==> config.mk <==
export PLATFORM = sky130hd
export DESIGN_NAME = shared_eva_burst_sequencer
export DESIGN_NICKNAME = d
export VERILOG_FILES = /design/src/rtl/shared_eva_burst_sequencer_pkg.sv /design/src/rtl/shared_eva_burst_sequencer_hash.sv /design/src/rtl/shared_eva_burst_sequencer.sv
export SDC_FILE = /design/constraint.sdc
export NUM_CORES = 1
export LEC_CHECK = 0
export CORE_MARGIN = 3
export CORE_UTILIZATION = 45
export CTS_CLUSTER_DIAMETER = 50
export DETAILED_ROUTE_END_ITERATION = 8
export HOLD_SLACK_MARGIN = 0.12
export PLACE_DENSITY = 0.77
export SYNTH_ARGS = -nofsm -noshare
export SYNTH_HDL_FRONTEND = slang
export SYNTH_SLANG_ARGS = --single-unit
==> constraint.sdc <==
create_clock -name clk_i -period 3.12 [get_ports clk_i]
set_input_delay 0.78 -clock clk_i [delete_from_list [all_inputs] [get_ports clk_i]]
set_output_delay 0.78 -clock clk_i [all_outputs]
set_load 0.03 [all_outputs]
==> src/rtl/shared_eva_burst_sequencer_pkg.sv <==
// shared_eva_burst_sequencer_pkg: shared constants, FSM state encoding and burst command layout
package shared_eva_burst_sequencer_pkg;
  localparam int eva_width_gp = 32;
  localparam int count_width_gp = 16;
  localparam int hash_width_gp = 4;
  localparam int epa_word_addr_width_gp = 16;
  localparam int shared_max_hash_gp = 3;
  typedef enum logic [1:0] {burst_idle, burst_run, burst_done} burst_state_e;
  typedef struct packed {
    logic [eva_width_gp-1:0] base;
    logic [eva_width_gp-1:0] stride;
    logic [count_width_gp-1:0] count;
    logic [hash_width_gp-1:0] hash;
  } burst_cmd_s;
endpackage

==> src/rtl/shared_eva_burst_sequencer_hash.sv <==
// hash_function_shared: splits a shared EVA word index into tile X/Y and local word address for stripe hash 0..3
module hash_function_shared
  import shared_eva_burst_sequencer_pkg::*;
#(
  parameter int width_p = 32,
  parameter int x_cord_width_p = 6,
  parameter int y_cord_width_p = 5
)(
  input  logic [width_p-1:0] eva_i,
  input  logic [1:0] hash_i,
  output logic [x_cord_width_p-1:0] x_o,
  output logic [y_cord_width_p-1:0] y_o,
  output logic [epa_word_addr_width_gp-1:0] addr_o
);
  logic [width_p-1:0] sh;
  assign sh = eva_i >> hash_i;
  assign x_o = sh[x_cord_width_p-1:0];
  assign y_o = sh[x_cord_width_p+y_cord_width_p-1:x_cord_width_p];
  assign addr_o = epa_word_addr_width_gp'(((sh >> (x_cord_width_p + y_cord_width_p)) << hash_i) | (eva_i & ~({width_p{1'b1}} << hash_i)));
endmodule

==> src/rtl/shared_eva_burst_sequencer.sv <==
// shared_eva_burst_sequencer: walks a strided shared-EVA burst, one hashed request per handshake; SHARED_EVA_BURST_SEQ_PERF_EN adds a stall counter
module shared_eva_burst_sequencer
  import shared_eva_burst_sequencer_pkg::*;
#(
  parameter int width_p = eva_width_gp,
  parameter int x_cord_width_p = 6,
  parameter int y_cord_width_p = 5,
  parameter int hash_width_p = hash_width_gp,
  parameter int count_width_p = count_width_gp
)(
  input  logic clk_i,
  input  logic reset_n_i,
  input  logic cmd_v_i,
  output logic cmd_ready_o,
  input  logic [width_p-1:0] cmd_base_i,
  input  logic [width_p-1:0] cmd_stride_i,
  input  logic [count_width_p-1:0] cmd_count_i,
  input  logic [hash_width_p-1:0] cmd_hash_i,
  output logic req_v_o,
  input  logic req_yumi_i,
  output logic [x_cord_width_p-1:0] req_x_o,
  output logic [y_cord_width_p-1:0] req_y_o,
  output logic [epa_word_addr_width_gp-1:0] req_addr_o,
  output logic req_last_o,
  output logic done_v_o,
  output logic err_o,
  output logic [31:0] perf_stall_cnt_o
);
  localparam logic [1:0] idle_s = burst_idle;
  localparam logic [1:0] run_s = burst_run;
  localparam logic [1:0] done_s = burst_done;
  burst_cmd_s cmd;
  logic [1:0] state_r;
  logic [width_p-1:0] idx_r, stride_r;
  logic [count_width_p-1:0] rem_r;
  logic [1:0] hash_r;
  logic err_r, accept, illegal;
  assign cmd = '{base: cmd_base_i, stride: cmd_stride_i, count: cmd_count_i, hash: cmd_hash_i};
  assign cmd_ready_o = state_r == idle_s;
  assign req_v_o = state_r == run_s;
  assign req_last_o = req_v_o && rem_r == count_width_p'(1);
  assign done_v_o = state_r == done_s;
  assign err_o = done_v_o & err_r;
  assign accept = cmd_v_i & cmd_ready_o;
  assign illegal = cmd.hash > hash_width_p'(shared_max_hash_gp);
  // burst FSM: latch command, step index per yumi, pulse done for one cycle
  always_ff @(posedge clk_i or negedge reset_n_i)
    if (!reset_n_i) begin
      state_r <= idle_s;
      idx_r <= '0;
      stride_r <= '0;
      rem_r <= '0;
      hash_r <= '0;
      err_r <= 1'b0;
    end else if (accept) begin
      idx_r <= cmd.base;
      stride_r <= cmd.stride;
      rem_r <= cmd.count;
      hash_r <= cmd.hash[1:0];
      err_r <= illegal;
      state_r <= (illegal || cmd.count == '0) ? done_s : run_s;
    end else if (req_v_o && req_yumi_i) begin
      idx_r <= idx_r + stride_r;
      rem_r <= rem_r - count_width_p'(1);
      state_r <= req_last_o ? done_s : run_s;
    end else if (done_v_o) state_r <= idle_s;
  hash_function_shared #(
    .width_p(width_p),
    .x_cord_width_p(x_cord_width_p),
    .y_cord_width_p(y_cord_width_p)
  ) hash (
    .eva_i(idx_r),
    .hash_i(hash_r),
    .x_o(req_x_o),
    .y_o(req_y_o),
    .addr_o(req_addr_o)
  );
`ifdef SHARED_EVA_BURST_SEQ_PERF_EN
  logic [31:0] stall_r;
  // saturating count of cycles a request waits on the consumer
  always_ff @(posedge clk_i or negedge reset_n_i)
    if (!reset_n_i) stall_r <= '0;
    else if (accept) stall_r <= '0;
    else if (req_v_o && !req_yumi_i && !(&stall_r)) stall_r <= stall_r + 32'd1;
  assign perf_stall_cnt_o = stall_r;
`else
  assign perf_stall_cnt_o = '0;
`endif
  yumi_only_when_valid: assert property (@(posedge clk_i) disable iff (!reset_n_i) req_yumi_i |-> req_v_o);
endmodule

; ---- Yosys cells after proc, flatten, opt, wreduce, memory -nomap -nowiden
; Index checks and enable logic that the tools add are counted.
[totals]
output_inout_bits = 64
inputBits = 88
wordCells = 36
reg_bits = 85
[op_classes]
n_reduce_logical = 7
eq_ne = 3
order_cmp = 1
n_shift = 3
muxes = 9
n_bitwise = 5
add_sub_neg = 2
[op_table]
columns = op, count
row1 = two-way mux 32 bit, 2
row2 = adder 32 bit, 1
row3 = two-way mux 16 bit, 2
row4 = "left shift 32 x 2 -> 16 bit, first input constant", 1
row5 = right shift 32 x 2 -> 32 bit, 1
row6 = left shift 21 x 2 -> 16 bit, 1
row7 = bitwise AND 16 bit, 1
row8 = "== test 16 x 1 -> 1 bit, second input constant", 1
row9 = logical NOT 16 bit, 1
row10 = inverter 16 bit, 1
row11 = bitwise OR 16 bit, 1
row12 = "subtractor 16 x 1 -> 16 bit, second input constant", 1
row13 = two-way mux 2 bit, 5
row14 = "> comparator 4 x 2 -> 1 bit, second input constant", 1
row15 = nonzero test 3 bit, 1
row16 = bitwise AND 1 bit, 2
row17 = "== test 2 x 1 -> 1 bit, second input constant", 1
row18 = "== test 2 bit, second input constant", 1
row19 = logical AND 1 bit, 2
row20 = logical NOT 2 bit, 1
row21 = nonzero test 2 bit, 1
row22 = logical OR 1 bit, 1

; ---- Logic depth before layout (Yosys ltp)
; Gate-level depths: netlist of run 1.
[depth]
depth_word = 5
mapped_depth = 12
depth_no_buf = 12

; ---- Cells and area by module
; A second synthesis of run 1 with hierarchy kept.
[unflattened]
cells_unflattened = 689
hier_area_um2 = 5960.7
[by_module_without_submodules]
columns = mod, cells_each, n_inst, seq_area_each_um2, area_per_inst_um2
row1 = shared_eva_burst_sequencer, 658, 1, 2127.0, 5587.9
row2 = hash_function_shared, 31, 1, 0.0, 372.9

; ---- Worst setup path before layout of run 1
; Ideal clock, no wire load.
[synth_timing]
path_kind = flip-flop to output port
from = register rem_r[2]
to = output port req_last_o
setup_slack_ps = 632
arrival_time_ps = 1708
stages_incl_launch_ff = 5
path_buffers = 0
t_required_ps = 2340
cell_sequence = dfrtp_1 > or3_1 > nor2_1 > nand3_1 > nor2_1
[synth_between]
elab_chain_cells = 2
[synth_rtl]
columns = element, line_no
row1 = "start, declared", shared_eva_burst_sequencer.sv:35  ; logic [count_width_p-1:0] rem_r;
row2 = "start signal, assigned", shared_eva_burst_sequencer.sv:58  ; rem_r <= cmd.count;
row3 = "start signal, assigned", shared_eva_burst_sequencer.sv:64  ; rem_r <= rem_r - count_width_p'(1);
row4 = == test 16 x 1 -> 1 bit, shared_eva_burst_sequencer.sv:41  ; assign req_last_o = req_v_o && rem_r == count_width_p'(1);
row5 = logical AND 1 bit, shared_eva_burst_sequencer.sv:41
row6 = "end, declared", shared_eva_burst_sequencer.sv:24  ; output logic req_last_o,
; No other way between the ends.

; ---- Worst setup path after layout of run 1
[layout_timing]
from = register hash_r[1]
to = output port req_x_o[0]
[layout_between]
elab_chain_cells = 1
[layout_rtl]
columns = element, line_no
row1 = "start, declared", shared_eva_burst_sequencer.sv:36  ; logic [1:0] hash_r;
row2 = "start signal, assigned", shared_eva_burst_sequencer.sv:59  ; hash_r <= cmd.hash[1:0];
row3 = right shift 32 x 2 -> 32 bit, shared_eva_burst_sequencer_hash.sv:16  ; assign sh = eva_i >> hash_i;
row4 = "end, declared", shared_eva_burst_sequencer.sv:21  ; output logic [x_cord_width_p-1:0] req_x_o,
; No other way between the ends.

==> results.json, run 1 <==
{
  "status": "completed",
  "final-hold-violation-count": 0,
  "min_path_cells": 2,
  "synthDistinctLibCells": 52,
  "syn_to_final_growth_pct": 26.4,
  "final-max-slew-violation-count": 0,
  "netlist_area_mm2": 0.00514,
  "dr.first_iter.drc_count": 339,
  "finalSetupViolations": 0,
  "tightestPinTransition_ns": 0.950,
  "grt_antenna_before_repair": 0,
  "ios": 152,
  "htreeDepth": 3,
  "leakagePower_nw": 2.83,
  "min_period_over_period": 0.963,
  "n_fill_cell": 949,
  "coreArea_mm2": 0.0110,
  "place_area_mm2": 0.00619,
  "layout_common_cells": "nand2_1, clkdlybuf4s50_1, dfrtp_1",
  "clock.fmax_mhz": 333,
  "worstPathRequired_ns": 2.34,
  "holdPathEnd": "stride_r[15]",
  "clock_latency_ns": 0.33,
  "preCtsSetupSlack_ns": 0.219,
  "antenna_cells": 0,
  "grt_first_pass_wirelength_mm": 22.7,
  "cts-resized-gates": 1,
  "place.gp.congestion": 0.868,
  "critPathArrivalTime_ns": 2.22,
  "die-area_mm2": 0.0127,
  "drc": 0,
  "path_clk_slew_ns": 0.06,
  "path_buf_inv": 1,
  "reg2reg_from": "idx_r[0]",
  "fin_skew_ns": 0.00977,
  "numClockSinks": 75,
  "die_y_um": 113,
  "vias": 4699,
  "via_per_inst": 5.76,
  "grt_max_degree": 76,
  "wl_mm": 13.9,
  "drive_gt1_frac": 0.0710,
  "synth_top_area_frac": 0.365,
  "maxSlewHeadroom": 0.366,
  "vdd_ir_drop_max_mv": 0.465,
  "setup.worst_path.end_class": "output pin",
  "worst_path_largest_cell_delay_ns": 0.72,
  "synth_seq_area_share": 0.365,
  "overflow": 0,
  "yosysWarnings": 0,
  "critical_path.cell_chain": "mux4_2, clkdlybuf4s50_1",
  "min_period_ns": 3.00,
  "cts_tree": "built",
  "initial_core_util": 0.468,
  "async_flop_share": 1.00,
  "hp-start": "stride_r[15]",
  "final_common_cell": "nand2_1",
  "ff2ff_setup_slack_ns": 0.35,
  "synth_edf_count": 0,
  "ff2ff_path_depth": 12,
  "hp-class": "flop to flop",
  "fin_nets": 789,
  "grt_usage": 0.216,
  "die_w_um": 113,
  "tns_ns": 0,
  "postLayoutCellArea_mm2": 0.00650,
  "critPathMaxFanout": 15,
  "path_class": "flop to output pin",
  "postCtsHoldBufs": 0,
  "io_buffers": 109,
  "powerDensity_mw_per_mm2": 1230,
  "root_buffer": "clkbuf_16",
  "synth-seq-cells": 75,
  "postSynthCellCount": 588,
  "first_pass_iters": 5,
  "synth_ff_type": "dfrtp_1",
  "rows": 38,
  "numCtsBuffers": 9,
  "rr_endpoint": "idx_r[26]",
  "crit_family": "flip-flops",
  "cpMaxStageDelayCell": "dfrtp_1",
  "netlist_top_cells_area": "dfrtp_1, nand2_1, ha_1",
  "rsz0062_at_grt": "false",
  "yosysTopAreaCell": "dfrtp_1",
  "final_util": 0.592,
  "avgSynthCellArea_um2": 8.74,
  "setup_slack_ns": 0.117,
  "ant_nets": 0,
  "clock_path_buffers": 2,
  "routedWlPerCell_um": 17.0,
  "hpwlAfterDp_mm": 9.98,
  "grt_pass1_vias": 4669,
  "maxCapViolCount": 0,
  "start_kind": "flop",
  "post_cts.repair.setup_buffers": 0
}
final cells by class:
cell class / count / area [um^2] / area share
multi-input combinational: 455 / 2930 / 0.450
inverter: 12 / 45.0 / 0.00693
tap: 140 / 175 / 0.0270
sequential: 75 / 1880 / 0.289
clock inverter: 3 / 46.3 / 0.00712
clock buffer: 13 / 260 / 0.0401
timing repair buffer: 118 / 1170 / 0.180
worst max path at each step:
| stage | from | slack [ns] | end | cells past startpoint |
|---|---|---|---|---|
| 2_1_floorplan | rem_r[2] | 0.63 | req_last_o | 4 |
| 3_3_place_gp | rem_r[10] | 0.26 | req_last_o | 5 |
| 3_5_place_dp | rem_r[10] | 0.22 | req_last_o | 5 |
| 4_1_cts | hash_r[1] | 0.11 | req_x_o[0] | 2 |
| 5_1_grt | rem_r[10] | 0.02 | req_last_o | 5 |
| 6_report | hash_r[1] | 0.12 | req_x_o[0] | 2 |
cells in the mapped netlist, types with 9 or more instances:
master and count:
inv_1 12, nand3_1 11, dfrtp_1 75, a21oi_1 25, buf_4 32, nand2_1 128
o21ai_0 40, ha_1 29, a22oi_1 22, nor2_1 23, mux4_2 11, o211ai_1 14
xor2_1 9, xnor2_1 12, clkbuf_1 41, o311ai_0 9
state kept, by name, summed over array words and instances (netlist names):
register and count:
idx_r 27, rem_r 16, err_r 1, state_r 2
hash_r 2, stride_r 27
stage by stage:
| step | cells | power [mW] | hold WS [ns] |
|---|---|---|---|
| floorplan | 619 | 5.48 | 0.442 |
| global placement | 800 | 6.69 | 0.464 |
| detailed placement | 800 | 6.88 | 0.472 |
| CTS | 816 | 8.00 | 0.486 |
| global route | 816 | 8.59 | 0.504 |
| finish | 816 | 8.00 | 0.480 |
logic make-up (layout without fill, tap and decap cells):
kind of cell / count (synthesis) / count (layout) / synth area share
fa+ha+maj: 30 / 30 / 0.0745
flops: 75 / 75 / 0.365
compound gates: 155 / 155 / 0.208
simple gates: 201 / 201 / 0.168
buf+inv: 89 / 146 / 0.0891
mux: 16 / 16 / 0.0587
xor+xnor: 21 / 21 / 0.0358
other cells: 1 / 32 / 0.000729
power by group:
part / leakage [nW] / switching (mW) / total, mW / internal, mW
Sequential: 0.927 / 0.470 / 1.93 / 1.46
Clock: 0.146 / 0.397 / 1.06 / 0.665
Combinational: 1.76 / 2.88 / 5.01 / 2.14
Total: 2.83 / 3.74 / 8.00 / 4.26
worst min-delay path, cell delays in order, from the launching register on:
cell and delay (ns):
dfrtp_1 0.35, nand2_1 0.05, nand2_1 0.05
metal layers:
layer	GRT usage	vias to the layer above	part of all wire
li1	-	2202	-
met1	0.292	2252	0.43
met2	0.362	222	0.48
met3	0.0369	23	0.076
met4	0.0585	0	0.017
met5	0	-	0
(Power assumes the default switching activity.)
==> run 2: changes to the inputs <==
--- a/config.mk
+++ b/config.mk
@@ -9,8 +9,8 @@
 export CORE_UTILIZATION = 45
 export CTS_CLUSTER_DIAMETER = 50
 export DETAILED_ROUTE_END_ITERATION = 8
+export DONT_BUFFER_PORTS = 1
 export HOLD_SLACK_MARGIN = 0.12
-export PLACE_DENSITY = 0.77
 export SYNTH_ARGS = -nofsm -noshare
 export SYNTH_HDL_FRONTEND = slang
 export SYNTH_SLANG_ARGS = --single-unit
==> results.json, run 2 (same netlist as run 1, synthesis figures left out) <==
{
  "critPathMaxFanout": 7,
  "leakagePower_nw": 2.45,
  "tns_ns": 0,
  "die-area_mm2": 0.0127,
  "cts-resized-gates": 0,
  "ff2ff_setup_slack_ns": 0.38,
  "grt_first_pass_wirelength_mm": 21.3,
  "antenna_cells": 0,
  "grt_pass1_vias": 4091,
  "place.gp.congestion": 0.917,
  "grt_usage": 0.211,
  "critical_path.cell_chain": "ha_1, a21oi_2, nor2_1, o41ai_1, nor2_1, a211oi_1, o21a_1, o21ai_0, xnor2_1, o21ai_0",
  "tightestPinTransition_ns": 0.819,
  "grt_antenna_before_repair": 0,
  "hp-class": "input pin to asynchronous set/reset pin",
  "clock_latency_ns": 0.34,
  "clock.fmax_mhz": 365,
  "worst_path_largest_cell_delay_ns": 0.54,
  "vdd_ir_drop_max_mv": 0.657,
  "final-hold-violation-count": 0,
  "final-max-slew-violation-count": 0,
  "numClockSinks": 75,
  "layout_common_cells": "nand2_1, dfrtp_1, o21ai_0",
  "cpMaxStageDelayCell": "o41ai_1",
  "status": "completed",
  "die_w_um": 113,
  "fin_skew_ns": 0.00607,
  "syn_to_final_growth_pct": 6.72,
  "initial_core_util": 0.468,
  "min_period_ns": 2.74,
  "reg_top3": "idx_r (27), stride_r (27), rem_r (16)",
  "post_cts.repair.setup_buffers": 0,
  "min_period_over_period": 0.879,
  "grt_max_degree": 74,
  "coreArea_mm2": 0.0110,
  "path_clk_slew_ns": 0.06,
  "via_per_inst": 5.83,
  "final_common_cell": "nand2_1",
  "hpwlAfterDp_mm": 9.27,
  "die_y_um": 113,
  "ios": 152,
  "fin_nets": 687,
  "reg2reg_from": "idx_r[14]",
  "rr_endpoint": "idx_r[25]",
  "root_buffer": "clkbuf_16",
  "clock_path_buffers": 2,
  "ant_nets": 0,
  "numCtsBuffers": 9,
  "finalSetupViolations": 0,
  "routedWlPerCell_um": 18.7,
  "final_util": 0.500,
  "io_buffers": 0,
  "startpoint": "idx_r[14]",
  "postLayoutCellArea_mm2": 0.00549,
  "ff2ff_path_depth": 10,
  "setup.worst_path.end_class": "flop",
  "path_class": "flop to flop",
  "drive_gt1_frac": 0.0871,
  "dr.first_iter.drc_count": 316,
  "powerDensity_mw_per_mm2": 1360,
  "rsz0062_at_grt": "false",
  "htreeDepth": 3,
  "drc": 0,
  "vias": 4161,
  "critPathArrivalTime_ns": 2.95,
  "start_kind": "flop",
  "rows": 38,
  "overflow": 0,
  "first_pass_iters": 4,
  "maxSlewHeadroom": 0.453,
  "cts_tree": "built",
  "wl_mm": 13.3,
  "place_area_mm2": 0.00510,
  "maxCapViolCount": 0,
  "worstPathRequired_ns": 3.33
}
==> run 2: changes by cell type in the layout (fill, tap and decap cells not counted), sizes merged <==
| cell | previous run | this run |
|---|---|---|
| bufinv | 1 | 2 |
| clkdlybuf4s50 | 107 | 0 |
| clkinv | 1 | 3 |
| clkinvlp | 1 | 0 |
| dlygate4sd2 | 1 | 0 |
| dlygate4sd3 | 0 | 6 |
| clkbuf | 13 | 11 |
==> run 2: final cells by class <==
class | count | area (um^2)
inverters | 12 | 45.0
repair buffers | 16 | 135
clock inverters | 5 | 75.1
clock buffers | 11 | 253
well taps | 140 | 175
flip-flops and latches | 75 | 1880
fillers | 1034 | 5500
multi-input cells | 455 | 2930
==> run 2: how the worst max path moves through the flow <==
stage	endpoint	slack, ns	depth (start not counted)
after floorplan	req_last_o	0.63	4
after global placement	idx_r[18]	0.45	12
after detailed placement	idx_r[18]	0.41	12
after CTS	idx_r[18]	0.40	12
after global routing	idx_r[26]	0.13	12
final	idx_r[25]	0.38	10
==> run 2: what timing repair did <==
item,in CTS,in global routing
endpoints found under the setup margin,0,0
hold buffers,5,1
hold endpoints to repair,5,7
==> run 2: report_power, final <==
part | total [mW] | switching [mW] | internal [mW]
Combinational | 4.15 | 2.52 | 1.63
Sequential | 2.14 | 0.682 | 1.45
Clock | 1.15 | 0.413 | 0.740
Total | 7.44 | 3.61 | 3.82
==> run 2: layer usage <==
metal / global-route usage / part of all wire / up-vias
met5: 0 / 0 / -
met4: 0.0721 / 0.015 / 0
met3: 0.0503 / 0.068 / 18
met2: 0.327 / 0.46 / 133
met1: 0.291 / 0.45 / 2015
li1: - / - / 1995
==> run 2: worst max-delay path: cells and delay by family (launching register included) <==
kind                     cells  cell delay, ns
AND/OR/NAND/NOR              2            0.16
AO/OA/AOI/OAI                6            1.36
XOR/XNOR                     1            0.14
adder cells (fa/ha/maj)      1            0.45
flip-flops                   1            0.51
==> run 2: per-stage QoR <==
stage	hold WS, ns	setup WS [ns]	std cells	total power [mW]
2_1_floorplan	0.442	0.632	619	5.48
3_3_place_gp	0.463	0.446	692	6.15
3_5_place_dp	0.467	0.409	692	6.27
4_1_cts	0.120	0.395	713	7.47
5_1_grt	0.122	0.132	714	8.07
6_report	0.140	0.379	714	7.44
